[config.mk]
export PLATFORM = sky130hd
export DESIGN_NAME = alu_arbiter_flat
export DESIGN_NICKNAME = d
export VERILOG_FILES = /design/src/rtl/alu_arbiter_if.sv /design/src/rtl/alu_arbiter.sv /design/src/flat_wrapper.sv
export SDC_FILE = /design/constraint.sdc
export NUM_CORES = 1
export LEC_CHECK = 0
export ABC_AREA = 1
export CAP_MARGIN = 20
export CORE_MARGIN = 2
export CORE_UTILIZATION = 39
export DETAILED_ROUTE_END_ITERATION = 16
export PLACE_DENSITY = 0.81
export SKIP_CTS_REPAIR_TIMING = 1
export SYNTH_ARGS = -nofsm -noshare
export SYNTH_HDL_FRONTEND = slang
export SYNTH_SLANG_ARGS = --single-unit
[constraint.sdc]
create_clock -name clk -period 1.39 [get_ports clk]
set_input_delay 0.278 -clock clk [delete_from_list [all_inputs] [get_ports clk]]
set_output_delay 0.278 -clock clk [all_outputs]
set_load 0.05 [all_outputs]
[src/rtl/alu_arbiter_if.sv]
// Bundle of signals between the ALU arbiter, its two requesters and the shared combinational ALU.
// Handshake: a requester holds Req[i] with stable Opcode/A/B until it sees Grant[i] in the same cycle; Done[i] marks Result/Flags valid.
interface alu_arbiter_if #(parameter int WIDTH = 16);
  logic [1:0]       Req;
  logic [1:0]       Grant;
  logic [1:0]       Done;
  logic [1:0]       CarryClr;
  logic [7:0]       Opcode0;
  logic [7:0]       Opcode1;
  logic [WIDTH-1:0] A0;
  logic [WIDTH-1:0] B0;
  logic [WIDTH-1:0] A1;
  logic [WIDTH-1:0] B1;
  logic [WIDTH-1:0] Result;
  logic [4:0]       Flags;
  logic [WIDTH-1:0] AluA;
  logic [WIDTH-1:0] AluB;
  logic [7:0]       AluOpcode;
  logic             AluCarryIn;
  logic [WIDTH-1:0] AluC;
  logic             AluCarry;
  logic             AluFlag;
  logic             AluLow;
  logic             AluNegative;
  logic             AluZero;

  modport slave (
    input  Req, CarryClr, Opcode0, Opcode1, A0, B0, A1, B1,
    input  AluC, AluCarry, AluFlag, AluLow, AluNegative, AluZero,
    output Grant, Done, Result, Flags, AluA, AluB, AluOpcode, AluCarryIn
  );

  modport master (
    output Req, CarryClr, Opcode0, Opcode1, A0, B0, A1, B1,
    output AluC, AluCarry, AluFlag, AluLow, AluNegative, AluZero,
    input  Grant, Done, Result, Flags, AluA, AluB, AluOpcode, AluCarryIn
  );
endinterface

[src/rtl/alu_arbiter.sv]
// Round-robin sharing of one combinational ALU between two requesters, with a
// per-requester carry register so multi-word carry chains stay independent.
module alu_arbiter #(
  parameter logic [7:0] NOP_OPCODE = 8'h00,
  parameter int         WIDTH      = 16
) (
  input  logic         clk,
  input  logic         reset,
  alu_arbiter_if.slave bus,
  output logic [1:0]   state_o
);

  typedef enum logic [1:0] {IDLE = 2'd0, EXEC = 2'd1, RESP = 2'd2} state_e;

  state_e           state_q, state_d;
  logic [WIDTH-1:0] result_q, result_d;
  logic [WIDTH-1:0] a_q, a_d;
  logic [WIDTH-1:0] b_q, b_d;
  logic [4:0]       flags_q, flags_d;
  logic [1:0]       carry_q, carry_d;
  logic [7:0]       op_q, op_d;
  logic             last_q, last_d;
  logic             owner_q, owner_d;
  logic             sel;

  assign bus.AluA       = a_q;
  assign bus.AluB       = b_q;
  assign bus.AluOpcode  = op_q;
  assign bus.AluCarryIn = carry_q[owner_q];
  assign bus.Result     = result_q;
  assign bus.Flags      = flags_q;
  assign state_o        = state_q;

  always_comb begin
    state_d   = state_q;
    result_d  = result_q;
    flags_d   = flags_q;
    a_d       = a_q;
    b_d       = b_q;
    op_d      = op_q;
    last_d    = last_q;
    owner_d   = owner_q;
    sel       = 1'b0;
    bus.Grant = 2'b00;
    bus.Done  = 2'b00;
    carry_d   = carry_q & ~bus.CarryClr;
    case (state_q)
      IDLE: begin
        if (bus.Req != 2'b00) begin
          // On a tie the requester that did not win last time goes next.
          sel       = (bus.Req == 2'b11) ? ~last_q : bus.Req[1];
          owner_d   = sel;
          last_d    = sel;
          op_d      = sel ? bus.Opcode1 : bus.Opcode0;
          a_d       = sel ? bus.A1 : bus.A0;
          b_d       = sel ? bus.B1 : bus.B0;
          bus.Grant = sel ? 2'b10 : 2'b01;
          state_d   = EXEC;
        end
      end
      EXEC: begin
        result_d          = bus.AluC;
        flags_d           = {bus.AluCarry, bus.AluFlag, bus.AluLow, bus.AluNegative, bus.AluZero};
        carry_d[owner_q]  = bus.AluCarry;
        state_d           = RESP;
      end
      RESP: begin
        bus.Done = owner_q ? 2'b10 : 2'b01;
        op_d     = NOP_OPCODE;
        state_d  = IDLE;
      end
      default: state_d = IDLE;
    endcase
    // Reset aborts in-flight work, so no pulse may escape in a reset cycle.
    if (reset) begin
      bus.Grant = 2'b00;
      bus.Done  = 2'b00;
    end
  end

  always_ff @(posedge clk) begin
    if (reset) begin
      state_q  <= IDLE;
      result_q <= '0;
      flags_q  <= '0;
      carry_q  <= 2'b00;
      last_q   <= 1'b1;
      owner_q  <= 1'b0;
      op_q     <= NOP_OPCODE;
      a_q      <= '0;
      b_q      <= '0;
    end else begin
      state_q  <= state_d;
      result_q <= result_d;
      flags_q  <= flags_d;
      carry_q  <= carry_d;
      last_q   <= last_d;
      owner_q  <= owner_d;
      op_q     <= op_d;
      a_q      <= a_d;
      b_q      <= b_d;
    end
  end

endmodule
[src/flat_wrapper.sv]
// flat-port wrapper written by rule: the top's interface ports become plain ports
module alu_arbiter_flat 
#(
  parameter logic [7:0] NOP_OPCODE = 8'h00,
  parameter int         WIDTH      = 16
)
  (clk, reset, state_o, bus_Req, bus_CarryClr, bus_Opcode0, bus_Opcode1, bus_A0, bus_B0, bus_A1, bus_B1, bus_AluC, bus_AluCarry, bus_AluFlag, bus_AluLow, bus_AluNegative, bus_AluZero, bus_Grant, bus_Done, bus_Result, bus_Flags, bus_AluA, bus_AluB, bus_AluOpcode, bus_AluCarryIn);
  alu_arbiter_if #(.WIDTH(WIDTH)) bus_i ();
  input  logic clk;
  input  logic reset;
  output logic [1:0] state_o;
  input wire logic [$bits(bus_i.Req)-1:0] bus_Req;
  input wire logic [$bits(bus_i.CarryClr)-1:0] bus_CarryClr;
  input wire logic [$bits(bus_i.Opcode0)-1:0] bus_Opcode0;
  input wire logic [$bits(bus_i.Opcode1)-1:0] bus_Opcode1;
  input wire logic [$bits(bus_i.A0)-1:0] bus_A0;
  input wire logic [$bits(bus_i.B0)-1:0] bus_B0;
  input wire logic [$bits(bus_i.A1)-1:0] bus_A1;
  input wire logic [$bits(bus_i.B1)-1:0] bus_B1;
  input wire logic [$bits(bus_i.AluC)-1:0] bus_AluC;
  input wire logic [$bits(bus_i.AluCarry)-1:0] bus_AluCarry;
  input wire logic [$bits(bus_i.AluFlag)-1:0] bus_AluFlag;
  input wire logic [$bits(bus_i.AluLow)-1:0] bus_AluLow;
  input wire logic [$bits(bus_i.AluNegative)-1:0] bus_AluNegative;
  input wire logic [$bits(bus_i.AluZero)-1:0] bus_AluZero;
  output wire logic [$bits(bus_i.Grant)-1:0] bus_Grant;
  output wire logic [$bits(bus_i.Done)-1:0] bus_Done;
  output wire logic [$bits(bus_i.Result)-1:0] bus_Result;
  output wire logic [$bits(bus_i.Flags)-1:0] bus_Flags;
  output wire logic [$bits(bus_i.AluA)-1:0] bus_AluA;
  output wire logic [$bits(bus_i.AluB)-1:0] bus_AluB;
  output wire logic [$bits(bus_i.AluOpcode)-1:0] bus_AluOpcode;
  output wire logic [$bits(bus_i.AluCarryIn)-1:0] bus_AluCarryIn;
  assign bus_i.Req = bus_Req;
  assign bus_i.CarryClr = bus_CarryClr;
  assign bus_i.Opcode0 = bus_Opcode0;
  assign bus_i.Opcode1 = bus_Opcode1;
  assign bus_i.A0 = bus_A0;
  assign bus_i.B0 = bus_B0;
  assign bus_i.A1 = bus_A1;
  assign bus_i.B1 = bus_B1;
  assign bus_i.AluC = bus_AluC;
  assign bus_i.AluCarry = bus_AluCarry;
  assign bus_i.AluFlag = bus_AluFlag;
  assign bus_i.AluLow = bus_AluLow;
  assign bus_i.AluNegative = bus_AluNegative;
  assign bus_i.AluZero = bus_AluZero;
  assign bus_Grant = bus_i.Grant;
  assign bus_Done = bus_i.Done;
  assign bus_Result = bus_i.Result;
  assign bus_Flags = bus_i.Flags;
  assign bus_AluA = bus_i.AluA;
  assign bus_AluB = bus_i.AluB;
  assign bus_AluOpcode = bus_i.AluOpcode;
  assign bus_AluCarryIn = bus_i.AluCarryIn;
  alu_arbiter #(.NOP_OPCODE(NOP_OPCODE), .WIDTH(WIDTH)) u_core (.clk(clk), .reset(reset), .bus(bus_i), .state_o(state_o));
endmodule
==> metrics.txt <==
area of the die=8720 um^2; timing-limited maximum frequency=0.633 GHz; routed length per instance=13.8 um; mean number of vias per cell=4.78; total standard cell area after synthesis=3110 um^2; headroom to the max-slew limit=0.797; setup repair after global routing missed its margin=true; Clock transition at path regs=70 ps; leakage power=2.69 nW; horizontal extent of the die=93.4 um; vias after detailed routing=3592; Detail Placement HPWL=7980 um; power density of the placed cells=1090 nW/um^2; filler cell count=514; insertion delay of the later-clocked pin in the worst-skew pair=340 ps; smallest setup slack after layout=-189 ps; total clock buffers created by CTS=9; FP Rows=32; skew final=12.3 ps; total I/O pin count=175; clock tree from TritonCTS=yes; Worst Setup End Kind=output port; Max Cap Viol=0; height of the chip=93.4 um; ANT cells=0; cell count after synthesis=458; commonest cells after routing, fill and taps aside=sky130_fd_sc_hd__clkdlybuf4s50_1 (103), sky130_fd_sc_hd__nor2_1 (99), sky130_fd_sc_hd__nand2_1 (93), sky130_fd_sc_hd__buf_12 (71), sky130_fd_sc_hd__dfxtp_1 (64); sequential cell area=1350 um^2; Worst VDD drop=0.717 mV; portion of the clock cycle consumed by the worst path in the final layout=1.14; number of I/O port buffers=174; Yosys reg bits=67; critical path peak fanout=3; Root Driver=sky130_fd_sc_hd__clkbuf_8; setup TNS=-430 ps; part of the Yosys area used for sequential elements=0.431; layout cells sized above 1=0.231; Max Root-Sink Buffers=2; number of cells in the finished layout apart from fillers=752; global router's overall resource usage=0.235; class of the most critical hold timing path=primary input to flop; most frequent standard cell in the layout excluding fill and tap cells=sky130_fd_sc_hd__clkdlybuf4s50_1; net count reported at finish=753; number of hold violations in the final report=0; initial core utilization=0.403; total of warnings raised by yosys=0; maximum number of pins on one net before global-route repair=50; number of remaining DRC errors=0; Detailed Route WL=10400 um; power after layout=6.60 mW; vias in the first global route=3523; Setup-failing EPs final=4; shortest clock period the worst path allows after layout=1580 ps; arrival time of data at the critical path endpoint=1300 ps; Final ANT Viol Nets=0; number of DRC violations after detailed-routing iteration 0=159; max-slew violations=0; mean instance size in the synthesized netlist=6.80 um^2; syn_nets=565; Num Clock Sinks=67; kind of start point of the critical path=flop; footprint of the multi-input gates=1520 um^2; failing checks=negative setup slack; run status=finished, violations left; iteration count of the initial detailed-routing pass=4; core area=7730 um^2; global-route wire length before repair=16100 um; H-tree depth=3; worst setup path category=flop to output port; required arrival time at the worst endpoint=1110 ps; pin slew with the least headroom to its limit=304 ps; antenna violations before repair=0; total gr overflow=0; count of different cell masters after synthesis=24; final weighted congestion of routability-driven global placement=0.839; cell count after placement=733; growth of design area from synthesis to finish=94.4%
[area by class of cell]
| cell class | instances | share of cell area |
|---|---|---|
| Clock buffer | 13 | 0.0263 |
| Clock inverter | 2 | 0.00579 |
| Inverter | 41 | 0.0263 |
| Multi-Input combinational cell | 322 | 0.251 |
| Sequential cell | 67 | 0.223 |
| Tap cell | 102 | 0.0211 |
| Timing Repair Buffer | 205 | 0.447 |
[Yosys cell counts]
cell / count / area (um^2)
sky130_fd_sc_hd__a21oi_1: 16 / 80.1
sky130_fd_sc_hd__nand2_1: 95 / 357
sky130_fd_sc_hd__clkbuf_1: 8 / 30.0
sky130_fd_sc_hd__nor2_1: 102 / 383
sky130_fd_sc_hd__nand4_1: 2 / 12.5
sky130_fd_sc_hd__inv_2: 3 / 11.3
sky130_fd_sc_hd__nand2_2: 1 / 6.26
sky130_fd_sc_hd__nand3_1: 26 / 130
sky130_fd_sc_hd__nor2_4: 1 / 11.3
sky130_fd_sc_hd__o21ai_0: 36 / 180
sky130_fd_sc_hd__buf_2: 11 / 55.1
sky130_fd_sc_hd__nand2_4: 1 / 11.3
sky130_fd_sc_hd__nor3_1: 2 / 10.0
sky130_fd_sc_hd__a22oi_1: 1 / 7.51
sky130_fd_sc_hd__dfxtp_1: 67 / 1340
sky130_fd_sc_hd__nor2_2: 17 / 106
sky130_fd_sc_hd__buf_4: 3 / 22.5
sky130_fd_sc_hd__inv_1: 37 / 139
sky130_fd_sc_hd__o21ai_1: 12 / 60.1
sky130_fd_sc_hd__nor2_8: 1 / 20.0
sky130_fd_sc_hd__inv_4: 1 / 6.26
sky130_fd_sc_hd__buf_6: 6 / 67.6
sky130_fd_sc_hd__nand3b_1: 8 / 60.1
sky130_fd_sc_hd__o22ai_1: 1 / 6.26
[worst max-delay path, stage by stage (launching register included)]
cell                      delay, ps
sky130_fd_sc_hd__dfxtp_4        360
sky130_fd_sc_hd__nor2_4         170
sky130_fd_sc_hd__o21ai_4         90
sky130_fd_sc_hd__nor3_4         170
sky130_fd_sc_hd__buf_6          180
[per-layer routing]
layer	track usage	vias up	routed length [um]	part of all wire
met3	0.0620	26	651	0.063
met1	0.251	1623	4090	0.39
met4	0.108	0	329	0.032
met5	0	-	0	0
li1	-	1802	-	-
met2	0.429	141	5310	0.51
[per-stage QoR]
stage / setup slack, ps / util / area (um^2) / hold WS (ps)
2_1_floorplan: -133 / - / 3170 / 427
3_3_place_gp: -328 / 0.748 / 5780 / 476
3_5_place_dp: -388 / 0.748 / 5780 / 475
4_1_cts: -330 / 0.773 / 5980 / 489
5_1_grt: -255 / 0.783 / 6050 / 431
6_report: -189 / 0.783 / 6050 / 421
[sequential cells by signal (all words and copies together) (netlist names)]
signal and count:
u_core.bus.AluA 16, u_core.bus.AluB 16, u_core.bus.Result 16, u_core.bus.AluOpcode 8, u_core.bus.Flags 5, u_core.carry_q 2, u_core.state_o 2, u_core.last_q 1
u_core.owner_q 1
[power breakdown]
part,switching (mW),internal (mW),total (mW)
registers,0.204,2.12,2.32
logic,1.35,1.31,2.66
clock network,0.703,0.916,1.62
[path summary, 6_finish.rpt]
| kind | slack [ps] | to | from | depth (start not counted) |
|---|---|---|---|---|
| worst max register to register | 70 | u_core.bus.AluOpcode[1] | u_core.state_o[0] | 6 |
| worst min register to register | 480 | u_core.last_q | u_core.last_q | 2 |
| worst min-delay path | 420 | u_core.bus.AluOpcode[3] | reset | 3 |
| worst max-delay path | -190 | bus_Grant[0] | u_core.state_o[0] | 4 |
[logic make-up after synthesis]
family | after synthesis | synth area share
DFF | 67 | 0.431
and+or+nand+nor | 256 | 0.356
AOI/OAI and AO/OA | 66 | 0.107
buffers and inverters | 69 | 0.106
(Power assumes the default switching activity.)
